===== src/rtl/tx_ppdu_framer_pkg.sv =====
// Shared 802.11a DATA-field framing definitions: FSM encoding, field sizes, CRC-32 constants.
package ieee80211a_pkg;

  typedef enum logic [2:0] {
    ST_IDLE    = 3'd0,
    ST_CALC    = 3'd1,
    ST_SERVICE = 3'd2,
    ST_DATA    = 3'd3,
    ST_FCS     = 3'd4,
    ST_TAIL    = 3'd5,
    ST_PAD     = 3'd6
  } state_t;

  localparam int SERVICE_BITS = 16;
  localparam int TAIL_BITS    = 6;
  localparam int FCS_BITS     = 32;

  localparam logic [31:0] CRC32_POLY = 32'h04C11DB7;
  localparam logic [31:0] CRC32_INIT = 32'hFFFFFFFF;

  // The serial CRC shifts LSB first, so it works with the bit-reversed polynomial.
  function automatic logic [31:0] bit_reverse32(input logic [31:0] v);
    logic [31:0] r;
    for (int i = 0; i < 32; i++) r[i] = v[31-i];
    return r;
  endfunction

endpackage


===== src/rtl/tx_ppdu_framer_if.sv =====
// Request, byte-stream and transmitter-side signals of the PPDU framer.
interface tx_ppdu_framer_if;
  // Handshakes: a request is taken when Req is high in IDLE with a legal Len and is
  // acknowledged by a one-cycle ReqAck; a byte transfers on any rising edge where
  // ByteValid & ByteReady, and ByteReady never depends on ByteValid.
  logic        Req;
  logic [11:0] Len;
  logic        ReqAck;
  logic [7:0]  ByteIn;
  logic        ByteValid;
  logic        ByteReady;
  logic        Start;
  logic        TransFrame;
  logic        FrameAct;
  logic [4:0]  num_pads;
  logic        Done;
  logic        Underrun;

  modport master (
    output Req, Len, ByteIn, ByteValid,
    input  ReqAck, ByteReady, Start, TransFrame, FrameAct, num_pads, Done, Underrun
  );

  modport slave (
    input  Req, Len, ByteIn, ByteValid,
    output ReqAck, ByteReady, Start, TransFrame, FrameAct, num_pads, Done, Underrun
  );
endinterface


===== src/rtl/tx_ppdu_framer_crc32.sv =====
// Bit-serial reflected CRC-32; crc holds the raw register (invert it to get the FCS).
module tx_crc32
  import ieee80211a_pkg::*;
(
  input  logic        clk,
  input  logic        rst,
  input  logic        clear,
  input  logic        enable,
  input  logic        serial_bit,
  output logic [31:0] crc
);

  localparam logic [31:0] POLY_REFL = bit_reverse32(CRC32_POLY);

  logic feedback;
  assign feedback = crc[0] ^ serial_bit;

  always_ff @(posedge clk) begin
    if (rst || clear) begin
      crc <= CRC32_INIT;
    end else if (enable) begin
      crc <= {1'b0, crc[31:1]} ^ (feedback ? POLY_REFL : 32'd0);
    end
  end

endmodule


===== src/rtl/tx_ppdu_framer.sv =====
// Serialises SERVICE + PSDU [+ FCS] + TAIL + PAD for one 802.11a PPDU, one bit per clock.
// Build option FRAMER_FCS_EN inserts a 32-bit CRC-32 FCS between the PSDU and the TAIL.
module tx_ppdu_framer
  import ieee80211a_pkg::*;
#(
  parameter int N_DBPS  = 24,
  parameter int MAX_LEN = 4095
) (
  input  logic              Clk,
  input  logic              Reset,
  tx_ppdu_framer_if.slave   bus,
  output state_t            dbg_state
);

  localparam logic [11:0] MAX_LEN_W = 12'(MAX_LEN);
  localparam logic [15:0] N_DBPS_W  = 16'(N_DBPS);
  localparam logic [4:0]  SVC_LAST  = 5'(SERVICE_BITS - 1);
  localparam logic [4:0]  TAIL_LAST = 5'(TAIL_BITS - 1);
  localparam logic [4:0]  FCS_LAST  = 5'(FCS_BITS - 1);

  state_t      state_q, state_d;
  logic [4:0]  cnt_q, cnt_d;
  logic [11:0] len_q;
  logic [11:0] out_cnt_q;
  logic [11:0] in_cnt_q;
  logic [7:0]  hold_q;
  logic        full_q;
  logic [7:0]  shift_q;
  logic [4:0]  pads_q;
  logic        done_q;

  logic        req_ok, bit_last, byte_last, load_now, underrun;
  logic        owed, fill_phase, byte_ready, byte_xfer, frame_end;
  logic [15:0] t_bits, t_rem;
  logic [4:0]  pads_calc;

  assign req_ok     = bus.Req && (bus.Len != 12'd0) && (bus.Len <= MAX_LEN_W);
  assign bit_last   = (cnt_q[2:0] == 3'd7);
  assign byte_last  = (out_cnt_q == len_q - 12'd1);
  // The holding register is drained into the shifter on the last SERVICE bit and on
  // the last bit of every PSDU byte that is not the final one.
  assign load_now   = ((state_q == ST_SERVICE) && (cnt_q == SVC_LAST)) ||
                      ((state_q == ST_DATA) && bit_last && !byte_last);
  assign underrun   = load_now && !full_q;
  assign owed       = (in_cnt_q != len_q);
  assign fill_phase = (state_q == ST_CALC) || (state_q == ST_SERVICE) || (state_q == ST_DATA);
  // Ready when empty and not at a load point, or full and being drained this cycle.
  assign byte_ready = fill_phase && owed && (full_q == load_now);
  assign byte_xfer  = byte_ready && bus.ByteValid;
  assign frame_end  = ((state_q == ST_TAIL) && (cnt_q == TAIL_LAST) && (pads_q == 5'd0)) ||
                      ((state_q == ST_PAD) && (cnt_q == pads_q - 5'd1));

`ifdef FRAMER_FCS_EN
  assign t_bits = 16'(SERVICE_BITS + TAIL_BITS + FCS_BITS) + {1'b0, len_q, 3'b000};
`else
  assign t_bits = 16'(SERVICE_BITS + TAIL_BITS) + {1'b0, len_q, 3'b000};
`endif
  assign t_rem     = t_bits % N_DBPS_W;
  assign pads_calc = (t_rem == 16'd0) ? 5'd0 : 5'(N_DBPS_W - t_rem);

`ifdef FRAMER_FCS_EN
  logic [31:0] crc;
  tx_crc32 u_crc (
    .clk        (Clk),
    .rst        (Reset),
    .clear      (state_q == ST_CALC),
    .enable     (state_q == ST_DATA),
    .serial_bit (shift_q[0]),
    .crc        (crc)
  );
`endif

  always_ff @(posedge Clk) begin
    if (Reset) state_q <= ST_IDLE;
    else       state_q <= state_d;
  end

  always_comb begin
    state_d = state_q;
    case (state_q)
      ST_IDLE:    if (req_ok) state_d = ST_CALC;
      ST_CALC:    state_d = ST_SERVICE;
      ST_SERVICE: if (cnt_q == SVC_LAST) state_d = underrun ? ST_IDLE : ST_DATA;
      ST_DATA: begin
        if (bit_last) begin
          if (byte_last) begin
`ifdef FRAMER_FCS_EN
            state_d = ST_FCS;
`else
            state_d = ST_TAIL;
`endif
          end else if (underrun) begin
            state_d = ST_IDLE;
          end
        end
      end
      ST_FCS:     if (cnt_q == FCS_LAST) state_d = ST_TAIL;
      ST_TAIL:    if (cnt_q == TAIL_LAST) state_d = frame_end ? ST_IDLE : ST_PAD;
      ST_PAD:     if (frame_end) state_d = ST_IDLE;
      default:    state_d = ST_IDLE;
    endcase
  end

  always_comb begin
    cnt_d = cnt_q + 5'd1;
    if ((state_q == ST_IDLE) || (state_d != state_q) || ((state_q == ST_DATA) && bit_last))
      cnt_d = 5'd0;
  end

  always_ff @(posedge Clk) begin
    if (Reset) begin
      cnt_q     <= 5'd0;
      len_q     <= 12'd0;
      out_cnt_q <= 12'd0;
      in_cnt_q  <= 12'd0;
      hold_q    <= 8'd0;
      full_q    <= 1'b0;
      shift_q   <= 8'd0;
      pads_q    <= 5'd0;
      done_q    <= 1'b0;
    end else begin
      cnt_q  <= cnt_d;
      done_q <= frame_end;
      if ((state_q == ST_IDLE) && req_ok) len_q <= bus.Len;
      if (state_q == ST_CALC) pads_q <= pads_calc;
      if (state_q == ST_IDLE) begin
        out_cnt_q <= 12'd0;
        in_cnt_q  <= 12'd0;
        full_q    <= 1'b0;
      end else begin
        if (byte_xfer) begin
          hold_q   <= bus.ByteIn;
          full_q   <= 1'b1;
          in_cnt_q <= in_cnt_q + 12'd1;
        end else if (load_now) begin
          full_q <= 1'b0;
        end
        if (load_now)                shift_q <= hold_q;
        else if (state_q == ST_DATA) shift_q <= {1'b0, shift_q[7:1]};
        if ((state_q == ST_DATA) && bit_last) out_cnt_q <= out_cnt_q + 12'd1;
      end
    end
  end

  always_comb begin
    bus.ReqAck     = (state_q == ST_CALC);
    bus.ByteReady  = byte_ready;
    bus.Start      = (state_q == ST_SERVICE) && (cnt_q == 5'd0);
    bus.FrameAct   = (state_q == ST_SERVICE) || (state_q == ST_DATA) || (state_q == ST_FCS) ||
                     (state_q == ST_TAIL) || (state_q == ST_PAD);
    bus.TransFrame = 1'b0;
    if (state_q == ST_DATA) bus.TransFrame = shift_q[0];
`ifdef FRAMER_FCS_EN
    if (state_q == ST_FCS) bus.TransFrame = ~crc[cnt_q];
`endif
    bus.num_pads   = pads_q;
    bus.Done       = done_q;
    bus.Underrun   = underrun;
    dbg_state      = state_q;
  end

endmodule


===== src/flat_wrapper.sv =====
// flat-port wrapper written by rule: the top's interface ports become plain ports
module tx_ppdu_framer_flat import ieee80211a_pkg::*;
#(
  parameter int N_DBPS  = 24,
  parameter int MAX_LEN = 4095
)
  (Clk, Reset, dbg_state, bus_Req, bus_Len, bus_ByteIn, bus_ByteValid, bus_ReqAck, bus_ByteReady, bus_Start, bus_TransFrame, bus_FrameAct, bus_num_pads, bus_Done, bus_Underrun);
  tx_ppdu_framer_if bus_i ();
  input  logic Clk;
  input  logic Reset;
  output state_t dbg_state;
  input wire logic [$bits(bus_i.Req)-1:0] bus_Req;
  input wire logic [$bits(bus_i.Len)-1:0] bus_Len;
  input wire logic [$bits(bus_i.ByteIn)-1:0] bus_ByteIn;
  input wire logic [$bits(bus_i.ByteValid)-1:0] bus_ByteValid;
  output wire logic [$bits(bus_i.ReqAck)-1:0] bus_ReqAck;
  output wire logic [$bits(bus_i.ByteReady)-1:0] bus_ByteReady;
  output wire logic [$bits(bus_i.Start)-1:0] bus_Start;
  output wire logic [$bits(bus_i.TransFrame)-1:0] bus_TransFrame;
  output wire logic [$bits(bus_i.FrameAct)-1:0] bus_FrameAct;
  output wire logic [$bits(bus_i.num_pads)-1:0] bus_num_pads;
  output wire logic [$bits(bus_i.Done)-1:0] bus_Done;
  output wire logic [$bits(bus_i.Underrun)-1:0] bus_Underrun;
  assign bus_i.Req = bus_Req;
  assign bus_i.Len = bus_Len;
  assign bus_i.ByteIn = bus_ByteIn;
  assign bus_i.ByteValid = bus_ByteValid;
  assign bus_ReqAck = bus_i.ReqAck;
  assign bus_ByteReady = bus_i.ByteReady;
  assign bus_Start = bus_i.Start;
  assign bus_TransFrame = bus_i.TransFrame;
  assign bus_FrameAct = bus_i.FrameAct;
  assign bus_num_pads = bus_i.num_pads;
  assign bus_Done = bus_i.Done;
  assign bus_Underrun = bus_i.Underrun;
  tx_ppdu_framer #(.N_DBPS(N_DBPS), .MAX_LEN(MAX_LEN)) u_core (.Clk(Clk), .Reset(Reset), .bus(bus_i), .dbg_state(dbg_state));
endmodule

===== config.mk =====
export PLATFORM = sky130hd
export DESIGN_NAME = tx_ppdu_framer_flat
export DESIGN_NICKNAME = d
export VERILOG_FILES = /design/src/rtl/tx_ppdu_framer_pkg.sv /design/src/rtl/tx_ppdu_framer_if.sv /design/src/rtl/tx_ppdu_framer_crc32.sv /design/src/rtl/tx_ppdu_framer.sv /design/src/flat_wrapper.sv
export SDC_FILE = /design/constraint.sdc
export NUM_CORES = 1
export LEC_CHECK = 0
export CAP_MARGIN = 15
export CORE_MARGIN = 2
export CORE_UTILIZATION = 50
export CTS_BUF_LIST = sky130_fd_sc_hd__clkbuf_2 sky130_fd_sc_hd__clkbuf_4 sky130_fd_sc_hd__clkbuf_8
export DETAILED_ROUTE_END_ITERATION = 7
export GPL_TIMING_DRIVEN = 0
export PLACE_DENSITY_LB_ADDON = 0.05
export SYNTH_ARGS = -nofsm -noshare
export SYNTH_HDL_FRONTEND = slang
export SYNTH_SLANG_ARGS = --single-unit

===== constraint.sdc =====
create_clock -name Clk -period 5.4 [get_ports Clk]
set_input_delay 1.08 -clock Clk [delete_from_list [all_inputs] [get_ports Clk]]
set_output_delay 1.08 -clock Clk [all_outputs]
set_load 0.01 [all_outputs]

==> results, run 1 <==
- The run finished with clean final reports.
- For this design the static power due to leakage is ~2.0 nW.
- Counting I/O delays and the setup requirement, the final critical path takes 5.12 ns.
- The number of buffers between clock root and the deepest sink is 2.
- The number of nets in the finished design is 655.
- The via count of the first global-routing pass was about 4000.
- Max-cap violations in this run came to 0.
- The register-to-register path setup slack is between 0.4 and 0.5 ns.
- Entering global routing, the biggest net connects 15 pins.
- The core region is just under 0.009 sq mm.
- For this configuration, the core starts out at a cell density of 0.512.
- The synthesized area per cell is between 7 and 8 sq um.
- Walking the worst path, the cells encountered are clkbuf_4, inv_1, ha_1, nor2b_4, nand4_1, or3_1, or3_1, xnor2_1, nor4_1, nand4_1, a211oi_4, o2bb2ai_2, nand2_2, inv_1, ha_1, nor4b_4, buf_2.
- The post-detailed-routing wire length is about 11000 microns.
- 39 I/O pins were placed.
- On the critical path, the stage with the largest delay is an instance of sky130_fd_sc_hd__a211oi_4.
- The count of antenna-violating nets left after detailed routing is 0.
- The yosys synthesis warning count is 0.
- The die outline height is slightly below 100 microns.
- The startpoint identified for the worst register-to-register timing path is u_core.len_q[2].
- After clock tree synthesis, the flow added hold-fix buffers numbering 0.
- The count of cell types in the netlist is slightly below 70.
- STA puts the critical path data required time at approximately 4.3 ns.
- For this run, asynchronously set or reset flops after synthesis account for 0.
- The number of detailed-route iterations in the first pass is 5.
- The critical path in this run is classified as reg2out.
- The initial detailed-routing violation count is 160.
- The clock latency on the worst-skew pair is approximately 0.35 ns.
- The portion of synthesized area spent on multiplexers is 0.0724.
- The final-report hold violation count is 0.
- Static timing analysis puts the maximum clock frequency at approximately 200 MHz.
- The quantity of I/O buffers inserted on ports is 36.
- The initial antenna violation count came to 0.
- Of all nets on the critical path, the largest fanout is 10.
- The final instance area is around 0.0052 sq mm.
- Measured against its own limit, the worst slew margin works out to 0.535.
- The worst hold endpoint is u_core.shift_q[7].
- The largest voltage drop on the vdd net is ~0.16 mV.
- For this run, the total global-route usage over all layers was measured as 0.239.
- The clock skew is roughly 0.025 ns.
- Of the total synthesized cell area, the portion taken by AND, OR, NAND and NOR gates is 0.266.
- Once detailed placement completed, the half-perimeter wirelength came to around 8400 microns.
- Yosys mapped a number of flops with a built-in enable equal to 0.
- For the pin with the worst max-slew slack, the measured transition is around 0.7 ns.
- The primary flip-flop cell chosen by synthesis mapping is sky130_fd_sc_hd__dfxtp_1.
- The clock slew at the register clock pins of the worst setup and hold paths is about 0.10 ns.
- The number of setup violations in the final report is 0.
- The max-slew violation count is 0.
- By area, the combinational part of the netlist is dominated by simple AND/OR/NAND/NOR gates.
- The number of core rows is 34.
- The area growth from synthesis to layout is 17.5%.
- The kind of launch point of the worst setup path is a register.
- The category of the worst setup path capture point is a primary output.
- The number of antenna diodes in the final layout is 0.
- The arrival time reported for the critical path endpoint is about 4.0 ns.
- The H-tree was split into 3 levels.
- The number of clock buffers added by TritonCTS is 9.
- Of the available clock period, the critical path in the final layout requires 0.949.
- The number of standard cells after synthesis is between 500 and 600.
- Summing every instance area after synthesis gives roughly 0.0044 sq mm.
- The setup TNS after final layout is 0 ns.
- TritonCTS built the clock tree.
- The worst hold path was traced through 2 stages.
- The adder-cell area share of the yosys netlist is 0.0422.
- The average detailed-routed wire length per instance is 15.6 microns.
- Setup repair after global routing left no endpoint under its margin.
- The global placer's final weighted congestion is 0.927.
- Dividing total power by cell area gives a power density of between 200 and 300 mW/mm^2.
- The area fraction in compound gates after synthesis came to 0.157.
- The wire length of the first global-routing pass is between 15000 and 20000 microns.
- The post-synthesis xor/xnor area fraction is 0.112.
- The worst hold path class is reg2reg.
- The die boundary width is around 100 microns.
- The remaining global-route overflow is 0.
- The die covers 0.00966 sq mm.
- After detailed placement, the design holds a cell count of 711.
- The number of synthesized register bits is 65.
- The final cell count without fillers is between 700 and 800.
- The pre-CTS setup slack is -1.13 ns.
- On the critical path the largest part of the delay comes from simple AND/OR/NAND/NOR gates.
- Dividing the detail-routed via count by the number of cells gives between 5 and 6.
- In this run the number of cells on the critical path is 17.
- Summing all placed instances gives a cell area of around 0.0049 sq mm.
- Detailed routing inserted a total of about 4200 vias.
- The total clock sinks is 65.
- The hold path startpoint is u_core.hold_q[7].
- The largest incremental delay on the critical path is a little over 0.4 ns.
- The number of buffers and inverters on the critical path is 4.
- The worst register-to-register path ends at u_core.hold_q[6].
- In the final layout, the share of cells above drive strength 1 is 0.0902.
- The CTS root buffer is sky130_fd_sc_hd__clkbuf_8.
- The number of design rule violations left after detail routing is 0.
- The number of cells on the worst reg-to-reg path is 21.
- The share of synthesized area occupied by flip-flops and latches is 0.293.
- After layout, the worst setup slack is roughly 0.28 ns.
[layer usage]
metal | up-vias | share of wire | global-route usage
met5 | - | 0 | 0
met4 | 0 | 0.015 | 0.0748
met3 | 12 | 0.052 | 0.0480
met2 | 107 | 0.49 | 0.417
met1 | 2005 | 0.45 | 0.297
li1 | 2105 | - | -
[state kept, by name (all words and copies together) (netlist names)]
register             cells
u_core.in_cnt_q         12
u_core.full_q            1
u_core.shift_q           8
u_core.cnt_q             5
u_core.out_cnt_q        12
u_core.bus.num_pads      3
u_core.dbg_state         3
u_core.len_q            12
u_core.bus.Done          1
u_core.hold_q            8
[synth_stat cells (10+ instances only)]
library cell / number / share of area
sky130_fd_sc_hd__nor3_1: 13 / 0.015
sky130_fd_sc_hd__nand4_1: 22 / 0.031
sky130_fd_sc_hd__dfxtp_1: 65 / 0.29
sky130_fd_sc_hd__mux2i_1: 31 / 0.070
sky130_fd_sc_hd__or3_1: 10 / 0.014
sky130_fd_sc_hd__xor2_1: 23 / 0.045
sky130_fd_sc_hd__nor2_1: 88 / 0.074
sky130_fd_sc_hd__inv_1: 21 / 0.018
sky130_fd_sc_hd__o21ai_0: 15 / 0.017
sky130_fd_sc_hd__xnor2_1: 34 / 0.067
sky130_fd_sc_hd__nand2_1: 40 / 0.034
sky130_fd_sc_hd__a21oi_1: 17 / 0.019
sky130_fd_sc_hd__a211oi_1: 14 / 0.024
sky130_fd_sc_hd__ha_1: 15 / 0.042
sky130_fd_sc_hd__clkbuf_1: 17 / 0.014
sky130_fd_sc_hd__nand3_1: 23 / 0.026
sky130_fd_sc_hd__and3_1: 10 / 0.014
[worst max path at each step]
| stage | start | to | slack (ns) |
|---|---|---|---|
| after floorplan | u_core.len_q[1] | u_core.in_cnt_q[1] | 0.17 |
| after global placement | u_core.len_q[1] | bus_ByteReady | -1.03 |
| after detailed placement | u_core.len_q[1] | bus_ByteReady | -1.13 |
| after CTS | u_core.len_q[1] | bus_ByteReady | 0.02 |
| after global routing | u_core.len_q[2] | bus_ByteReady | 0.003 |
| final | u_core.len_q[2] | bus_ByteReady | 0.28 |
[repair_timing]
item                                    CTS  global route
endpoints found under the setup margin   28            13
pin swaps                                 3             3
setup buffers                             2             1
resized for setup                        11             7
[per-stage QoR]
| stage | util | power (W) | hold slack (ns) |
|---|---|---|---|
| finish | 0.601 | 0.00133 | 0.474 |
| global route | 0.601 | 0.00140 | 0.515 |
| CTS | 0.600 | 0.00133 | 0.469 |
| detailed placement | 0.570 | 0.000873 | 0.477 |
| global placement | 0.570 | 0.000866 | 0.460 |
| floorplan | - | 0.000777 | 0.443 |
[worst register-to-register path: cells and delay by family (launching register included)]
kind	cells	cell delay, ns
fa+ha+maj	2	0.46
xor+xnor	1	0.14
compound gates	2	0.55
buf+inv	5	1.22
simple gates	10	1.90
flops	1	0.35
mux	1	0.28
[power by group]
part           switching [W]  internal (W)  leakage [nW]
Combinational       0.000203      0.000162          1.33
Clock               0.000228      0.000223         0.100
Sequential         0.0000161      0.000497         0.527
[layout make-up]
class	count	area, sq um
fill	797	3460
multi-input combinational	444	2940
clock inverter	7	85.1
tap	108	135
inverter	21	81.3
sequential	65	1300
clock buffer	9	124
buffer	36	173
timing repair buffer	39	380
[cells by family after synthesis]
| logic type | Yosys count |
|---|---|
| AND/OR/NAND/NOR | 241 |
| AO/OA/AOI/OAI | 97 |
| flip-flops | 65 |
| buffers and inverters | 58 |
| XOR/XNOR | 57 |
| multiplexers | 32 |
| adder cells (fa/ha/maj) | 15 |
| other | 1 |
[placed cells by master, fill, tap and decap left out, drive strengths merged, types with 4 or more instances in the layout]
master         netlist  routed
nor2                88      88
dfxtp               65      65
nand2               40      40
xnor2               34      34
clkdlybuf4s50        0      34
mux2i               31      31
clkbuf              18      28
inv                 21      25
xor2                23      23
nand3               23      23
nand4               23      23
buf                 19      21
a21oi               17      17
o21ai               16      16
ha                  15      15
a211oi              14      14
nor3                13      13
or3                 10      10
and3                10      10
nor4                 7       7
a31oi                6       6
o22ai                6       6
nor2b                5       5
and2                 5       5
and4                 4       4
or2                  4       4
a31o                 4       4
Power figures use the tool's default switching activity.
==> run 2: changes to the inputs <==
--- a/config.mk
+++ b/config.mk
@@ -14,4 +14,5 @@
 export PLACE_DENSITY_LB_ADDON = 0.05
 export SYNTH_ARGS = -nofsm -noshare
 export SYNTH_HDL_FRONTEND = slang
+export SYNTH_HIERARCHICAL = 1
 export SYNTH_SLANG_ARGS = --single-unit
==> run 2 against run 1 <==
Compared with the run above: cell area up 1.2%; hold slack improved by 0.026 ns; non-clock buffer count rose by 1; register-to-register slack improved by 0.32 ns; largest cell class unchanged.
==> results, run 2 <==
- The die outline height is roughly 100 microns.
- The commonest non-fill, non-tap cell in the layout is sky130_fd_sc_hd__nor2_1.
- Power spread over the standard cell area amounts to 237 mW/mm^2.
- Across the VDD grid, the largest voltage drop is 0.193 mV.
- The wire-length estimate of the detail-placed layout is ~8500 microns.
- The number of nets in the finished design is between 600 and 700.
- The clock slew at the register clock pins of the worst setup and hold paths is around 0.08 ns.
- Measured against its own limit, the worst slew margin works out to 0.510.
- Setup repair after global routing left no endpoint under its margin.
- The area growth from synthesis to layout is 16.3%.
- The post-detailed-routing wire length is approximately 11000 microns.
- The detailed router finished its first iteration with 177 violations.
- Of all nets on the critical path, the largest fanout is 10.
- Buffers placed on the I/O ports in this run total 36.
- Of the cells placed in the final design, the portion with a size suffix greater than 1 is 0.0730.
- The tool flagged a number of max-cap violations equal to 0.
- After global routing the overflow that remains totals 0.
- The most used flip-flop cell after synthesis is sky130_fd_sc_hd__dfxtp_1.
- The H-tree level count is 3.
- The overall track demand over capacity in global routing is 0.234.
- STA classifies the critical path startpoint as a register.
- For this run, design rule violations remaining after detail routing come to 0.
- In the layout the commonest cells are sky130_fd_sc_hd__nor2_1, sky130_fd_sc_hd__dfxtp_1, sky130_fd_sc_hd__xnor2_1, sky130_fd_sc_hd__nand2_1, sky130_fd_sc_hd__clkdlybuf4s50_1.
- Among all cell types in the netlist, the one instantiated most often is sky130_fd_sc_hd__nor2_1.
- The maximum number of pins on one net before global-route repair is 13.
- By count the netlist is led by sky130_fd_sc_hd__nor2_1, sky130_fd_sc_hd__dfxtp_1, sky130_fd_sc_hd__xnor2_1, sky130_fd_sc_hd__nand2_1, sky130_fd_sc_hd__mux2i_1.
- The die footprint is approximately 0.01 sq mm.
- The flow ran to the end, and the final reports show no timing, DRC or antenna violations.
- The number of buffers between clock root and the deepest sink is 2.
- Counting flops with a built-in enable in the synthesized netlist gives 0.
- The largest registers in the layout are u_core/in_cnt_q: 12 flops, u_core/len_q: 12 flops, u_core/out_cnt_q: 12 flops.
- The max-slew violation count was 0.
- The count of cell types in the netlist is 66.
- The total I/O pin count is 39.
- For this run, the share of the core covered by cells in the final layout is 0.603.
- The minimum hold slack is roughly 0.5 ns.
- The wire length of the first global-routing pass is 18900 microns.
- The repair_antennas step left the layout with diodes totalling 0.
- The TritonCTS clock tree is built.
- The area of the core region is between 0.008 and 0.009 sq mm.
- For the pin with the worst max-slew slack, the measured transition is about 0.73 ns.
- The share of the clock period used by the worst path after layout is 0.930.
- The final-report hold violation count is 0.
- For the worst setup path, the data required time is between 4 and 5 ns.
- The post-synthesis cell area is between 0.004 and 0.005 sq mm.
- Clock tree synthesis found a total of 65 sinks.
- The number of fill cells is between 800 and 900.
- In this run the worst hold path is classified as reg2reg.
- In this run, synthesis produced a sequential element count of 65.
- The number of core rows is 34.
- The category of the worst setup path capture point is a primary output.
- During synthesis, Yosys emitted a total of 6 warnings.
- The starting utilization of the core area is 0.518.
- The via count of the first global-routing pass is ~4000.
- The die boundary width is between 90 and 100 microns.
- The average via count per standard cell is 5.75.
- The fmax is about 200 MHz.
- The start-to-end type of the worst setup path is reg2out.
- The clock reaches the later pin of the worst-skew pair after roughly 0.34 ns.
- The detail route stage leaves a number of antenna-violating nets equal to 0.
- After detailed routing, the average wire length per cell comes to approximately 15 microns.
- The cell count after synthesis came out at approximately 580.
- The arrival time reported for the critical path endpoint is 3.94 ns.
- The synthesized design spends more area on one cell type than any other, namely sky130_fd_sc_hd__dfxtp_1.
- The synthesized area per cell is between 7 and 8 sq um.
- The congestion estimate from routability-driven global placement came to 0.860.
- The initial antenna violation count is 0.
- The cts-stage hold buffer count is 0.
- The share of synthesized area occupied by flip-flops and latches is 0.287.
- After synthesis, the cell types taking the most area are sky130_fd_sc_hd__dfxtp_1, sky130_fd_sc_hd__xnor2_1, sky130_fd_sc_hd__mux2i_1.
- The final critical delay including setup and external delays is between 5 and 6 ns.
- The tree is rooted in a sky130_fd_sc_hd__clkbuf_8.
- The area share of the largest cell type after synthesis is 0.287.
- The power after layout is around 0.0013 W.
- The number of buffers created by CTS is 9.
- The leakage power of the design is ~1.9 nW.
- The share of async-settable or async-resettable flops after synthesis is 0.
- The number of setup violations in the final report is 0.
- The clock skew is between 0.01 and 0.015 ns.
- The total vias in the final route is ~4200.
- The first TritonRoute pass finished after 5 iterations.
## run 2: cell types whose count changed in the layout (fill, tap and decap cells not counted), moves of 4 or more
cell and delta:
sky130_fd_sc_hd__nor2_1 -11, sky130_fd_sc_hd__o21ai_0 +11, sky130_fd_sc_hd__nand4_1 -10, sky130_fd_sc_hd__a21oi_1 +7, sky130_fd_sc_hd__o31a_1 +6, sky130_fd_sc_hd__a211oi_1 -4, sky130_fd_sc_hd__buf_4 -4, sky130_fd_sc_hd__clkbuf_1 +4
sky130_fd_sc_hd__xnor2_1 +4
## run 2: logic make-up after synthesis
group / count (synthesis) / share of synthesized area
buffers and inverters: 57 / 0.0556
adder cells (fa/ha/maj): 15 / 0.0413
other: 1 / 0.000826
AND/OR/NAND/NOR: 235 / 0.262
XOR/XNOR: 60 / 0.116
AO/OA/AOI/OAI: 112 / 0.167
flip-flops: 65 / 0.287
multiplexers: 32 / 0.0705
## run 2: critical path, cell delays in order, from the launching register on
cell and delay (ns):
sky130_fd_sc_hd__dfxtp_1 0.35, sky130_fd_sc_hd__buf_2 0.21, sky130_fd_sc_hd__inv_1 0.12, sky130_fd_sc_hd__ha_1 0.23, sky130_fd_sc_hd__nor4b_4 0.38, sky130_fd_sc_hd__nand2_2 0.14
sky130_fd_sc_hd__xor2_1 0.16, sky130_fd_sc_hd__o21ai_0 0.18, sky130_fd_sc_hd__o22a_1 0.23, sky130_fd_sc_hd__a2111oi_4 0.08, sky130_fd_sc_hd__nand3b_1 0.23, sky130_fd_sc_hd__a21oi_4 0.41
sky130_fd_sc_hd__ha_1 0.30, sky130_fd_sc_hd__clkdlybuf4s50_1 0.56
## run 2: cell type report
type                    instances  area [sq um]  area share
clock inverters                 7          46.3     0.00876
well taps                     108           135      0.0256
repair buffers                 37           370      0.0701
flip-flops and latches         65          1300       0.246
plain buffers                  39           188      0.0355
inverters                      17          63.8      0.0121
clock buffers                   9           124      0.0234
multi-input cells             456          3050       0.578
## run 2: power by group
group,total [W],switching [W],internal (W)
sequential,0.000512,0.0000145,0.000497
combinational,0.000372,0.000211,0.000161
clock,0.000368,0.000203,0.000165
total,0.00125,0.000428,0.000824
## run 2: metrics by stage
stage	cells	TNS, ns	setup slack, ns	cell area (sq um)
after floorplan	578	0	0.428	4550
after global placement	722	-15.73	-0.984	5040
after detailed placement	722	-16.37	-1.00	5040
after CTS	737	0	0.0106	5260
after global routing	738	0	0.151	5280
final	738	0	0.376	5280
## run 2: repair_timing
item                                    4_1_cts  5_1_grt
setup buffers                                 0        1
resized for setup                            10        5
pin swaps                                     0        1
endpoints found under the setup margin       28        2
## run 2: routing by layer
metal	share of wire	track usage	wire length, microns	vias up
li1	-	-	-	2157
met1	0.47	0.309	5280	2005
met4	0.0096	0.0558	107	0
met3	0.029	0.0372	327	13
met2	0.49	0.401	5430	71
met5	0	0	0	-
## run 2: worst paths after layout
path | from | end | slack, ns | depth (start not counted)
worst min-delay path | u_core/hold_q[3] | u_core/hold_q[3] | 0.50 | 2
worst max register to register | u_core/len_q[1] | u_core/hold_q[2] | 0.74 | 18
worst max-delay path | u_core/len_q[1] | bus_Underrun | 0.38 | 13
worst min register to register | u_core/hold_q[3] | u_core/hold_q[3] | 0.50 | 2
